$ cat config.mk
export PLATFORM = sky130hd
export DESIGN_NAME = vector_sweep_capture_flat
export DESIGN_NICKNAME = d
export VERILOG_FILES = /design/src/rtl/vector_sweep_capture_if.sv /design/src/rtl/vector_sweep_capture.sv /design/src/flat_wrapper.sv
export SDC_FILE = /design/constraint.sdc
export NUM_CORES = 1
export LEC_CHECK = 0
export ABC_AREA = 1
export CORE_ASPECT_RATIO = 2
export CORE_MARGIN = 8
export CORE_UTILIZATION = 54
export CTS_BUF_LIST = sky130_fd_sc_hd__clkbuf_2 sky130_fd_sc_hd__clkbuf_4 sky130_fd_sc_hd__clkbuf_8
export DETAILED_ROUTE_END_ITERATION = 8
export HOLD_SLACK_MARGIN = 0.15
export PLACE_DENSITY = 0.92
export SYNTH_ARGS = -nofsm -noshare
export SYNTH_HDL_FRONTEND = slang
export SYNTH_SLANG_ARGS = --single-unit
$ cat constraint.sdc
create_clock -name clk -period 2.1 [get_ports clk]
set_input_delay 0.525 -clock clk [delete_from_list [all_inputs] [get_ports clk]]
set_output_delay 0.525 -clock clk [all_outputs]
set_load 0.02 [all_outputs]
$ cat src/rtl/vector_sweep_capture_if.sv
// Bus between the sweep/capture stage and the logic-function units it exercises.
// The slave side is the capture stage; the master side owns start and the function outputs.
interface vector_sweep_capture_if #(
  parameter int WIDTH = 4
);
  localparam int N = 1 << WIDTH;

  logic             start;
  logic             f1_in;
  logic             f2_in;
  logic             f3_in;
  logic [WIDTH-1:0] vec;
  logic             busy;
  logic             done;
  logic [N-1:0]     tt1;
  logic [N-1:0]     tt2;
  logic [N-1:0]     tt3;
  logic [WIDTH:0]   cnt1;
  logic [WIDTH:0]   cnt2;
  logic [WIDTH:0]   cnt3;
  logic [2:0]       pass;

  modport master (
    output start, f1_in, f2_in, f3_in,
    input  vec, busy, done, tt1, tt2, tt3, cnt1, cnt2, cnt3, pass
  );

  modport slave (
    input  start, f1_in, f2_in, f3_in,
    output vec, busy, done, tt1, tt2, tt3, cnt1, cnt2, cnt3, pass
  );
endinterface

$ cat src/rtl/vector_sweep_capture.sv
// Sweep/capture stage: walks vec through every code, optionally lets the function
// units settle, records one truth table and a ones-count per function, and
// compares each table against its expected constant once the sweep finishes.
module vector_sweep_capture #(
  parameter int                      WIDTH  = 4,
  parameter int                      SETTLE = 0,
  parameter logic [(1<<WIDTH)-1:0]   EXP1   = 16'h3232,
  parameter logic [(1<<WIDTH)-1:0]   EXP2   = 16'hCAC2,
  parameter logic [(1<<WIDTH)-1:0]   EXP3   = 16'hB0A0
) (
  input  logic                  clk,
  input  logic                  rst,
  vector_sweep_capture_if.slave bus
);
  localparam int               N           = 1 << WIDTH;
  localparam logic [WIDTH-1:0] LAST_CODE   = WIDTH'(N - 1);
  localparam logic [3:0]       SETTLE_LAST = (SETTLE == 0) ? 4'd0 : 4'(SETTLE - 1);
  localparam bit               NO_SETTLE   = (SETTLE == 0);

  typedef enum logic [1:0] {
    S_IDLE,
    S_WAIT,
    S_SAMPLE,
    S_DONE
  } state_t;

  state_t           state_q, state_n;
  logic [WIDTH-1:0] vec_q, vec_n;
  logic [3:0]       wcnt_q, wcnt_n;
  logic [N-1:0]     tt1_q, tt1_n, tt2_q, tt2_n, tt3_q, tt3_n;
  logic [WIDTH:0]   cnt1_q, cnt1_n, cnt2_q, cnt2_n, cnt3_q, cnt3_n;
  logic [2:0]       pass_q, pass_n;
  logic             busy_q, busy_n;
  logic             done_q, done_n;

  // Register the FSM and every output; reset wins over start and sampling.
  always_ff @(posedge clk) begin
    if (rst) begin
      state_q <= S_IDLE;
      vec_q   <= '0;
      wcnt_q  <= '0;
      tt1_q   <= '0;
      tt2_q   <= '0;
      tt3_q   <= '0;
      cnt1_q  <= '0;
      cnt2_q  <= '0;
      cnt3_q  <= '0;
      pass_q  <= '0;
      busy_q  <= 1'b0;
      done_q  <= 1'b0;
    end else begin
      state_q <= state_n;
      vec_q   <= vec_n;
      wcnt_q  <= wcnt_n;
      tt1_q   <= tt1_n;
      tt2_q   <= tt2_n;
      tt3_q   <= tt3_n;
      cnt1_q  <= cnt1_n;
      cnt2_q  <= cnt2_n;
      cnt3_q  <= cnt3_n;
      pass_q  <= pass_n;
      busy_q  <= busy_n;
      done_q  <= done_n;
    end
  end

  // Next-state and next-datapath decode; function inputs only matter in SAMPLE.
  always_comb begin
    state_n = state_q;
    vec_n   = vec_q;
    wcnt_n  = wcnt_q;
    tt1_n   = tt1_q;
    tt2_n   = tt2_q;
    tt3_n   = tt3_q;
    cnt1_n  = cnt1_q;
    cnt2_n  = cnt2_q;
    cnt3_n  = cnt3_q;
    pass_n  = pass_q;
    busy_n  = busy_q;
    done_n  = 1'b0;

    case (state_q)
      S_IDLE, S_DONE: begin
        if (bus.start) begin
          vec_n   = '0;
          wcnt_n  = '0;
          tt1_n   = '0;
          tt2_n   = '0;
          tt3_n   = '0;
          cnt1_n  = '0;
          cnt2_n  = '0;
          cnt3_n  = '0;
          pass_n  = '0;
          busy_n  = 1'b1;
          state_n = NO_SETTLE ? S_SAMPLE : S_WAIT;
        end
      end
      S_WAIT: begin
        if (wcnt_q == SETTLE_LAST) begin
          wcnt_n  = '0;
          state_n = S_SAMPLE;
        end else begin
          wcnt_n = wcnt_q + 4'd1;
        end
      end
      S_SAMPLE: begin
        tt1_n[vec_q] = bus.f1_in;
        tt2_n[vec_q] = bus.f2_in;
        tt3_n[vec_q] = bus.f3_in;
        cnt1_n       = cnt1_q + (WIDTH+1)'(bus.f1_in);
        cnt2_n       = cnt2_q + (WIDTH+1)'(bus.f2_in);
        cnt3_n       = cnt3_q + (WIDTH+1)'(bus.f3_in);
        if (vec_q == LAST_CODE) begin
          state_n = S_DONE;
          busy_n  = 1'b0;
          done_n  = 1'b1;
          pass_n  = {tt3_n == EXP3, tt2_n == EXP2, tt1_n == EXP1};
        end else begin
          vec_n   = vec_q + 1'b1;
          state_n = NO_SETTLE ? S_SAMPLE : S_WAIT;
        end
      end
      default: state_n = S_IDLE;
    endcase
  end

  assign bus.vec  = vec_q;
  assign bus.busy = busy_q;
  assign bus.done = done_q;
  assign bus.tt1  = tt1_q;
  assign bus.tt2  = tt2_q;
  assign bus.tt3  = tt3_q;
  assign bus.cnt1 = cnt1_q;
  assign bus.cnt2 = cnt2_q;
  assign bus.cnt3 = cnt3_q;
  assign bus.pass = pass_q;
endmodule

$ cat src/flat_wrapper.sv
// flat-port wrapper written by rule: the top's interface ports become plain ports
module vector_sweep_capture_flat 
#(
  parameter int                      WIDTH  = 4,
  parameter int                      SETTLE = 0,
  parameter logic [(1<<WIDTH)-1:0]   EXP1   = 16'h3232,
  parameter logic [(1<<WIDTH)-1:0]   EXP2   = 16'hCAC2,
  parameter logic [(1<<WIDTH)-1:0]   EXP3   = 16'hB0A0
)
  (clk, rst, bus_start, bus_f1_in, bus_f2_in, bus_f3_in, bus_vec, bus_busy, bus_done, bus_tt1, bus_tt2, bus_tt3, bus_cnt1, bus_cnt2, bus_cnt3, bus_pass);
  vector_sweep_capture_if #(.WIDTH(WIDTH)) bus_i ();
  input  logic clk;
  input  logic rst;
  input wire logic [$bits(bus_i.start)-1:0] bus_start;
  input wire logic [$bits(bus_i.f1_in)-1:0] bus_f1_in;
  input wire logic [$bits(bus_i.f2_in)-1:0] bus_f2_in;
  input wire logic [$bits(bus_i.f3_in)-1:0] bus_f3_in;
  output wire logic [$bits(bus_i.vec)-1:0] bus_vec;
  output wire logic [$bits(bus_i.busy)-1:0] bus_busy;
  output wire logic [$bits(bus_i.done)-1:0] bus_done;
  output wire logic [$bits(bus_i.tt1)-1:0] bus_tt1;
  output wire logic [$bits(bus_i.tt2)-1:0] bus_tt2;
  output wire logic [$bits(bus_i.tt3)-1:0] bus_tt3;
  output wire logic [$bits(bus_i.cnt1)-1:0] bus_cnt1;
  output wire logic [$bits(bus_i.cnt2)-1:0] bus_cnt2;
  output wire logic [$bits(bus_i.cnt3)-1:0] bus_cnt3;
  output wire logic [$bits(bus_i.pass)-1:0] bus_pass;
  assign bus_i.start = bus_start;
  assign bus_i.f1_in = bus_f1_in;
  assign bus_i.f2_in = bus_f2_in;
  assign bus_i.f3_in = bus_f3_in;
  assign bus_vec = bus_i.vec;
  assign bus_busy = bus_i.busy;
  assign bus_done = bus_i.done;
  assign bus_tt1 = bus_i.tt1;
  assign bus_tt2 = bus_i.tt2;
  assign bus_tt3 = bus_i.tt3;
  assign bus_cnt1 = bus_i.cnt1;
  assign bus_cnt2 = bus_i.cnt2;
  assign bus_cnt3 = bus_i.cnt3;
  assign bus_pass = bus_i.pass;
  vector_sweep_capture #(.WIDTH(WIDTH), .SETTLE(SETTLE), .EXP1(EXP1), .EXP2(EXP2), .EXP3(EXP3)) u_core (.clk(clk), .rst(rst), .bus(bus_i));
endmodule
## Word-level counts from Yosys, hierarchy flattened

Index checks and enable logic that the tools add are counted.

- Register bits: 78
- Output and inout port bits: 72
- Word-level logic and storage cells: 72

- $add $sub $neg: 5
- Order comparisons: 2
- Equal/unequal tests: 11
- Muxes and demuxes: 29
- Bitwise logic cells: 1
- Reductions and logical operators: 12

Operators by type and width:

| cell | count |
|---|---|
| $pmux W16 S2 | 3 |
| $bwmux W16 | 3 |
| $eq A16 B16 Y1 const B | 2 |
| $pmux W5 S2 | 3 |
| $eq A16 B14 Y1 const B | 1 |
| $mux W16 | 1 |
| $pmux W4 S2 | 2 |
| $add A5 B1 Y5 | 3 |
| $mux W4 | 3 |
| $add A4 B1 Y4 const B | 2 |
| $mux W3 | 2 |
| $pmux W2 S3 | 1 |
| $pmux W3 S2 | 1 |
| $reduce_and A2 Y1 | 3 |
| $reduce_and A3 Y1 | 2 |
| $lt A4 B5 Y1 const B | 1 |
| $mux W1 | 5 |
| $mux W5 | 1 |
| $demux W1 S4 | 1 |
| $eq A2 B2 Y1 const B | 2 |
| $eq A4 B4 Y1 const B | 1 |
| $ge A4 B1 Y1 const B | 1 |
| $logic_not A4 Y1 | 1 |
| $mux W2 | 2 |
| 9 further kinds | 13 |

## Longest topological paths before layout

Gate-level depths: netlist of the first run.

- Word-level depth: 8
- Depth in mapped cells: 11
- Gate-level depth less buffers: 11

## Worst setup path after synthesis of the first run

No wires, ideal clock.

- Path type: reg-to-reg
- From: reg u_core.vec_q[0], in the netlist u_core.bus.vec[0]
- To: reg u_core.pass_q[0], in the netlist u_core.bus.pass[0]
- Arrival: 1.670 ns
- Required time: 2.033 ns
- Slack: 0.362 ns
- Cell stages (with the launch flop): 11
- Buffers on the path: 1
- Clock period less this slack: 1.738 ns
- Cell sequence: dfxtp_1 > inv_1 > ha_1 > buf_4 > nand3_1 > nand2_1 > o21ai_0 > nand3_1 > nor2_1 > nand3_1 > a21oi_2

- Cells in the longest elaborated chain, start to end: 8

Ends and longest elaborated chain:

| element | RTL line | source |
|---|---|---|
| start: declaration | vector_sweep_capture.sv:28 | `logic [WIDTH-1:0] vec_q, vec_n;` |
| start signal: assignment | vector_sweep_capture.sv:53 | `vec_q <= vec_n;` |
| $lt A4 B5 Y1 (implied by the code) or $ge A4 B1 Y1 (tied branches) | vector_sweep_capture.sv:107 | `tt1_n[vec_q] = bus.f1_in;` |
| $logic_and A1 B1 Y1 (implied by the code) | vector_sweep_capture.sv:107 |  |
| $mux W1 (implied by the code) | vector_sweep_capture.sv:107 |  |
| $demux W1 S4 | -- |  |
| $bwmux W16 | vector_sweep_capture.sv:107 |  |
| $eq A16 B14 Y1 | vector_sweep_capture.sv:117 | `pass_n = {tt3_n == EXP3, tt2_n == EXP2, tt1_n == EXP1};` |
| $mux W3 | vector_sweep_capture.sv:113 | `if (vec_q == LAST_CODE) begin` |
| $pmux W3 S2 | vector_sweep_capture.sv:82 | `case (state_q)` |
| end signal: assignment | vector_sweep_capture.sv:61 | `pass_q <= pass_n;` |
| end: declaration | vector_sweep_capture.sv:32 | `logic [2:0] pass_q, pass_n;` |

Several ways; a longest one is shown, not always the timed one. The select of a mux whose other input is x is not followed.
A chain may end at the register's enable or synchronous reset.

## Final worst setup path of the first run

- From: reg u_core.vec_q[2], in the netlist u_core.bus.vec[2]
- To: out bus_vec[2]

RTL lines:

| element | RTL line | source |
|---|---|---|
| end: declaration | flat_wrapper.sv:18 | `output wire logic [$bits(bus_i.vec)-1:0] bus_vec;` |

No word-level cell between the ends.

==> metrics, run 1 <==
final count of negative-setup-slack endpoints 0; TritonCTS clock tree built; Vias/cell 5.62; required time worst endpoint about 1600 ps; sum of internal, switching and leakage power 3.28 mW; kind of path behind the tightest hold check primary input to register; utilization after layout 0.695; fin cells 773; number of clock buffers inserted by TritonCTS 9; Max-Cap Viols 0; Clock Skew 9.95 ps; dominant cells by area after synthesis dfxtp_1 (38%), nand2_1 (17%), a21oi_1 (7.7%); multi-input gate area in the final layout 2230 um^2; crit path cell chain buf_12 -> clkdlybuf4s50_1; post-synth top area share 0.376; Min Clock Period, post-route roughly 2000 ps; Setup Crit Path Kind register to output pin; total number of vias 4344; worst setup slack after layout 52.4 ps; number of placement rows between 40 and 50; total setup buffers inserted after CTS 0; TritonCTS Sinks 78; latest clock arrival within the worst-skew pair 360 ps; net total in the final layout 696; total length of routed wires 12.8 mm; starting density of the core 0.550; Layout area overhead 26.3%; number of unique standard cell types used by synthesis 34; Worst Setup Start Kind register; buffers from clock root to sink, at most 2; DRC violations left 0; number of synthesized register bits 78; number of warnings printed during yosys synthesis 0; slowest cell on the critical path clkdlybuf4s50_1; Peak Freq 488 MHz; pin count of the biggest net entering global routing 65; unrepaired setup endpoints after global routing no; # diodes 0; worst relative slew slack 0.533; area leader, netlist dfxtp_1; power density of the placed cells 626 nW/um^2; measured slew at the worst slew-check pin 701 ps; half-perimeter wire length of the detailed placement result approximately 9.6 mm; core area 7540 um^2; synthesized cell area 4150 um^2; slowest stage delay, CP 630 ps; average footprint of a synthesized cell 6.95 um^2; instance area after placement ~5000 um^2; number of global-route vias before repair 3997; Static Leak 2.00 nW; final count of pins violating max slew 0; Detail Route Antenna Nets 0; # H-tree levels 3; area of the die 10900 um^2; initial antenna violation count 0; worst hold slack after final layout around 460 ps; Worst Setup Slack post-DPL 30.6 ps; data arrival time of the critical path about 1500 ps; Port Buffer Count 77; total track usage 0.231; final RePlAce weighted congestion between 1 and 1.5; commonest cells after routing, fill and taps aside nand2_1 (191), clkdlybuf4s50_1 (75), dfxtp_1 (75); Sequential cell area 1570 um^2; clock tree root driver cell clkbuf_8; filler instances 653; register clock-pin slew on the reported worst setup and hold paths 80 ps; count of routing violations after the opening detailed-route iteration between 500 and 600; total congestion overflow 0; worst supply voltage drop on vdd between 0.4 and 0.5 mV; fraction of the yosys area taken by sequential cells 0.376; horizontal die dimension ~78 um; gate count of the mapped netlist about 600; global-route wire length before repair between 20 and 25 mm; drt first pass iters 5; top fanout value on the critical path 20; most common cell after layout, fill and taps aside nand2_1; number of hold violations in the final report 0; layout cells sized above 1 0.0957; Post-Syn Nets 619; setup_tns 0 ps; Die Y 140 um; final instance area 5240 um^2; final routed wire length divided by cell count 16.5 um; status complete, no violations; endpoint class of the critical path output pin; IO Count between 70 and 80; share of the cycle needed by the critical path after routing 0.975; count of placed standard cells including taps 757
-- power by group --
part           internal, mW  total (mW)  switching (mW)
logic                 0.189       0.571           0.382
clock network         0.639        1.18           0.538
registers              1.51        1.53          0.0274
total                  2.33        3.28           0.948
-- worst paths after layout --
kind                                         start                 end  slack (ps)  depth (start not counted)
worst max-delay path             u_core.bus.vec[2]          bus_vec[2]          50                          2
worst min-delay path                           rst   u_core.state_q[0]         460                          4
worst max register to register   u_core.bus.vec[0]  u_core.bus.pass[2]         140                         10
worst min register to register  u_core.bus.cnt2[4]  u_core.bus.cnt2[4]         470                          2
-- worst max-delay path: cells and delay by family, from the launching register on --
family,cells,cell delay [ps]
buf+inv,2,820
flops,1,360
-- repair_timing --
| item | in CTS | in global routing |
|---|---|---|
| endpoints found under the setup margin | 1 | 4 |
| resized for setup | 2 | 5 |
| hold buffers | 0 | 0 |
| endpoints found under the hold margin | 0 | 0 |
| gates cloned | 0 | 0 |
| pin swaps | 0 | 0 |
-- per-layer routing --
metal | wire length (um) | global-route usage | vias to the layer above | share of wire
met5 | 0 | 0 | - | 0
met4 | 686 | 0.136 | 0 | 0.054
met3 | 849 | 0.0551 | 54 | 0.066
met2 | 6510 | 0.392 | 207 | 0.51
met1 | 4730 | 0.253 | 1969 | 0.37
li1 | - | - | 2114 | -
-- registers in the layout, indices dropped and copies added, names as in the netlist --
name,cells
u_core.bus.tt1,16
u_core.bus.tt2,16
u_core.bus.tt3,16
u_core.bus.cnt1,5
u_core.bus.cnt2,5
u_core.bus.cnt3,5
u_core.bus.vec,4
u_core.wcnt_q,4
u_core.bus.pass,3
u_core.state_q,2
u_core.bus.busy,1
u_core.bus.done,1
-- cells by family after synthesis --
family	synth area share
fa+ha+maj	0.0482
flops	0.376
simple gates	0.337
buf+inv	0.0886
compound gates	0.150
-- cell type report --
| cell class | count | area share |
|---|---|---|
| inverter | 47 | 0.0341 |
| clock buffer | 13 | 0.0317 |
| tap | 94 | 0.0224 |
| sequential | 78 | 0.298 |
| timing repair buffer | 96 | 0.180 |
| multi-input combinational | 442 | 0.425 |
| clock inverter | 3 | 0.00811 |
-- Yosys cell counts, drive strengths merged --
master and count:
a21oi 67, clkbuf 10, nor2 53, o211ai 1, a211oi 3, nand4 15
a31oi 1, nand2 197, o22ai 1, ha 16, buf 20, nor3 2
and3 2, o21a 2, nand3 44, a2bb2oi 7, o21ai 31, inv 47
dfxtp 78
(Power assumes the default switching activity.)
==> inputs of run 2 (changes only) <==
CORE_MARGIN = 2   (was 8)
==> run 2 against run 1 <==
Via count shrank 0.83%. Final cell count is the same. Sequential share of layout area is essentially flat. Worst hold slack gained 5.3 ps. Core utilization shrank 0.066 points. Critical endpoint unchanged. Largest cell class unchanged. Largest power group unchanged.
==> metrics, run 2 (synthesis results as in run 1) <==
Sequential cell area 1560 um^2; unrepaired setup endpoints after global routing no; r2r endpoint u_core.bus.vec[3]; # diodes 0; horizontal die dimension about 66 um; core area 7540 um^2; worst supply voltage drop on vdd just over 0.6 mV; total track usage 0.296; Peak Freq 489 MHz; setup_tns 0 ps; starting density of the core 0.550; global-route wire length before repair 19.3 mm; Port Buffer Count 77; Max-Cap Viols 0; number of placement rows 45; switching portion of total power 0.288; power spent charging and discharging nets 0.919 mW; final routed wire length divided by cell count 15.7 um; Min Clock Period, post-route slightly above 2000 ps; number of clock buffers inserted by TritonCTS 9; number of global-route vias before repair 4048; pin count of the biggest net entering global routing 65; IO Count 78; TritonCTS Sinks between 70 and 80; power density of the placed cells 609 nW/um^2; TritonCTS clock tree built; Clock Skew 9.83 ps; measured slew at the worst slew-check pin around 680 ps; final count of negative-setup-slack endpoints 0; clock tree root driver cell clkbuf_8; Static Leak 1.99 nW; worst relative slew slack 0.544; number of hold buffers added after CTS 0; slowest stage delay, CP 630 ps; clock group share of total power 0.342; filler instances 639; depth of the worst hold-timing path 2; worst hold slack after final layout ~470 ps; share of the cycle needed by the critical path after routing 0.973; total length of routed wires between 10 and 15 mm; worst min-delay path endpoint u_core.bus.busy; CP delay by family, top buffers and inverters; CP Buf/Inv Count 2; total number of vias 4308; area of the die 8450 um^2; setup slack of the worst register-to-register path around 130 ps; half-perimeter wire length of the detailed placement result between 9 and 10 mm; Detail Route Antenna Nets 0; commonest cells after routing, fill and taps aside nand2_1 (191), dfxtp_1 (77), clkdlybuf4s50_1 (76); top fanout value on the critical path 20; crit path cell chain buf_12 -> clkdlybuf4s50_1; endpoint class of the critical path output pin; total congestion overflow 0; Logic pwr share 0.178; final RePlAce weighted congestion 0.944; data arrival time of the critical path 1520 ps; Worst Hold Launch u_core.bus.busy; net total in the final layout 699; Die Y 128 um; Worst Setup Start Kind register; count of routing violations after the opening detailed-route iteration 494; status complete, no violations; sum of internal, switching and leakage power 3.19 mW; buffers from clock root to sink, at most 2; number of hold violations in the final report 0; latest clock arrival within the worst-skew pair between 300 and 400 ps; # H-tree levels 3; slowest cell on the critical path clkdlybuf4s50_1; final count of pins violating max slew 0; drt first pass iters 5; Setup Crit Path Kind register to output pin; kind of path behind the tightest hold check register to register; Vias/cell between 5 and 6; Layout area overhead 26.2%; most common cell after layout, fill and taps aside nand2_1; Sequential Power Share 0.479; layout cells sized above 1 0.0943; register clock-pin slew on the reported worst setup and hold paths 80 ps; worst reg2reg path startpoint u_core.state_q[0]; multi-input gate area in the final layout 2230 um^2; reg2reg path depth 10; required time worst endpoint 1570 ps; initial antenna violation count 0; Internal 2.27 mW; DRC violations left 0
run 2: changes by cell type in the layout (fill, tap and decap cells not counted):
cell | previous run | this run
buf_4 | 16 | 19
dfxtp_1 | 75 | 77
dfxtp_2 | 3 | 1
clkbuf_4 | 2 | 1
clkbuf_8 | 11 | 10
clkdlybuf4s50_1 | 75 | 76
clkinvlp_4 | 1 | 0
dlygate4sd2_1 | 1 | 0
ha_1 | 15 | 14
ha_2 | 1 | 2
o21ai_0 | 23 | 24
o21ai_1 | 8 | 7
run 2: how the worst max path moves through the flow:
stage | startpoint | end | slack [ps] | cells past startpoint
detailed placement | bus_start | u_core.bus.vec[3] | -110 | 8
floorplan | u_core.bus.vec[0] | u_core.bus.pass[0] | 360 | 10
CTS | u_core.bus.vec[3] | bus_vec[3] | 20 | 1
global placement | bus_start | u_core.bus.vec[3] | -90 | 8
finish | u_core.bus.vec[2] | bus_vec[2] | 60 | 2
global route | u_core.bus.vec[0] | u_core.bus.pass[0] | 10 | 10
run 2: worst reg2reg max path: stages, from the launching register on:
cell     delay, ps
dfxtp_1        350
inv_1           50
ha_1           320
inv_1           80
nand2_1         80
nand2_2        170
inv_2           80
nor2_1         300
nand4_1        170
o21ai_0        170
a21oi_1         50
run 2: metal layers:
metal / vias to the layer above / track usage / share of wire
met1: 1974 / 0.326 / 0.38
li1: 2119 / - / -
met5: - / 0 / 0
met2: 178 / 0.524 / 0.52
met3: 37 / 0.0457 / 0.049
met4: 0 / 0.166 / 0.045
run 2: metrics by stage:
stage                     std cells  cell area [um^2]  setup slack [ps]  utilization
final                           773              5240              56.3        0.694
after global routing            773              5240              10.7        0.694
after CTS                       773              5230              17.2        0.693
after detailed placement        760              5050              -107        0.669
after global placement          760              5050             -90.9        0.669
after floorplan                 597              4150               362            -
run 2: cell type report:
| class | instances | share of cell area |
|---|---|---|
| Clock inverter | 2 | 0.00669 |
| Timing Repair Buffer | 99 | 0.185 |
| Clock buffer | 11 | 0.0277 |
| Multi-Input combinational cell | 442 | 0.426 |
| Inverter | 47 | 0.0342 |
| Sequential cell | 78 | 0.298 |
| Tap cell | 94 | 0.0225 |
run 2: power groups by stage:
stage	clock network [mW]	registers, mW	logic (mW)
4_1_cts	1.10	1.53	0.559
2_1_floorplan	0	1.59	0.330
3_3_place_gp	0	1.56	0.547
5_1_grt	1.15	1.53	0.616
3_5_place_dp	0	1.56	0.556
6_report	1.09	1.53	0.569
run 2: timing repair:
item,4_1_cts,5_1_grt
setup endpoints to repair,0,4
gates resized for setup,0,4
setup buffers,0,0
==> inputs of run 3 (changes only) <==
CORE_ASPECT_RATIO = 1.1   (was 2)
==> run 3 against run 2 <==
Clock skew increased by 1.6 ps. Cell area increased by 0.17%. Routed wire length down 3.1%. Largest cell class unchanged. Highest routed layer unchanged.
==> metrics, run 3 (synthesis results as in run 1) <==
status complete, no violations; final instance area 5250 um^2; drt first pass iters 5; pin count of the biggest net entering global routing 65; number of global-route vias before repair 3978; count of routing violations after the opening detailed-route iteration about 440; DRC violations left 0; reg2reg path depth 10; setup_tns 0 ps; Peak Freq about 480 MHz; multi-input gate area in the final layout 2240 um^2; horizontal die dimension 87.6 um; core area between 7000 and 8000 um^2; Setup Crit Path Kind register to output pin; fin cells 782; required time worst endpoint around 1600 ps; register clock-pin slew on the reported worst setup and hold paths 80 ps; count of placed standard cells including taps 766; Static Leak 2.00 nW; worst supply voltage drop on vdd 0.466 mV; worst setup slack after layout 34.5 ps; number of placement rows 33; # diodes 0; worst reg2reg path startpoint u_core.bus.vec[0]; instance area after placement 5020 um^2; final routed wire length divided by cell count 15.1 um; final count of negative-setup-slack endpoints 0; measured slew at the worst slew-check pin 678 ps; unrepaired setup endpoints after global routing no; layout cells sized above 1 0.0916; share of the cycle needed by the critical path after routing 0.984; total track usage 0.289; IO Count 78; power density of the placed cells 620 nW/um^2; Worst Setup Start Kind register; Worst Setup Slack post-DPL 16.0 ps; worst min-delay path endpoint u_core.bus.cnt3[4]; latest clock arrival within the worst-skew pair 360 ps; total congestion overflow 0; utilization after layout 0.702; starting density of the core 0.555; buffers from clock root to sink, at most 2; Die Y 95.9 um; Worst Hold Launch u_core.bus.cnt3[4]; r2r endpoint u_core.bus.pass[2]; total length of routed wires 11.8 mm; filler instances 619; Min Clock Period, post-route 2070 ps; worst relative slew slack 0.548; initial antenna violation count 0; TritonCTS Sinks 78; Layout area overhead 26.4%; sum of internal, switching and leakage power 3.25 mW; commonest cells after routing, fill and taps aside nand2_1 (191), dfxtp_1 (78), clkdlybuf4s50_1 (75); global-route wire length before repair roughly 19 mm; # H-tree levels 3; depth of the worst hold-timing path 2; TritonCTS clock tree built; total number of vias 4357; Port Buffer Count slightly below 80; Detail Route Antenna Nets 0; worst hold slack after final layout ~460 ps; Vias/cell 5.57; most common cell after layout, fill and taps aside nand2_1; endpoint class of the critical path output pin; Max-Cap Viols 0; half-perimeter wire length of the detailed placement result 8.31 mm; final count of pins violating max slew 0; final RePlAce weighted congestion around 0.95; net total in the final layout 694; top fanout value on the critical path 5; Clock Skew 11.4 ps; number of hold violations in the final report 0; number of clock buffers inserted by TritonCTS 9; clock tree root driver cell clkbuf_8; setup slack of the worst register-to-register path 150 ps; kind of path behind the tightest hold check register to register; data arrival time of the critical path 1540 ps; area of the die around 8400 um^2; Sequential cell area 1560 um^2
==> run 3: worst max path at each step <==
stage / start / endpoint / cells past startpoint
after global placement: bus_start / u_core.bus.vec[3] / 8
after global routing: u_core.bus.vec[0] / u_core.bus.pass[1] / 10
after CTS: u_core.bus.vec[3] / bus_vec[3] / 2
after detailed placement: bus_start / u_core.bus.pass[1] / 10
after floorplan: u_core.bus.vec[0] / u_core.bus.pass[0] / 10
final: u_core.bus.vec[1] / bus_vec[1] / 2
==> run 3: routing by layer <==
metal | GRT usage | vias to the layer above | wire length, um
met1 | 0.390 | 1990 | 4950
li1 | - | 2112 | -
met5 | 0 | - | 0
met4 | 0.118 | 0 | 332
met3 | 0.0472 | 30 | 1010
met2 | 0.458 | 225 | 5490
==> run 3: report_power, final <==
part	switching (mW)	leakage, nW	internal (mW)
Combinational	0.374	1.27	0.201
Clock	0.568	0.102	0.577
Sequential	0.0280	0.630	1.50
==> run 3: what timing repair did <==
item / CTS / global route
setup buffers: 0 / 0
setup endpoints to repair: 0 / 5
hold buffers: 0 / 0
gates resized for setup: 0 / 8
==> run 3: cell type report <==
cell class,count,area share
multi-input cells,442,0.428
flip-flops and latches,78,0.298
repair buffers,94,0.178
inverters,47,0.0341
clock buffers,10,0.0262
well taps,105,0.0250
clock inverters,6,0.0117
==> run 3: worst max-delay path, stage by stage (launching register included) <==
cell and delay, ps:
dfxtp_1 430, buf_4 160, clkdlybuf4s50_1 600
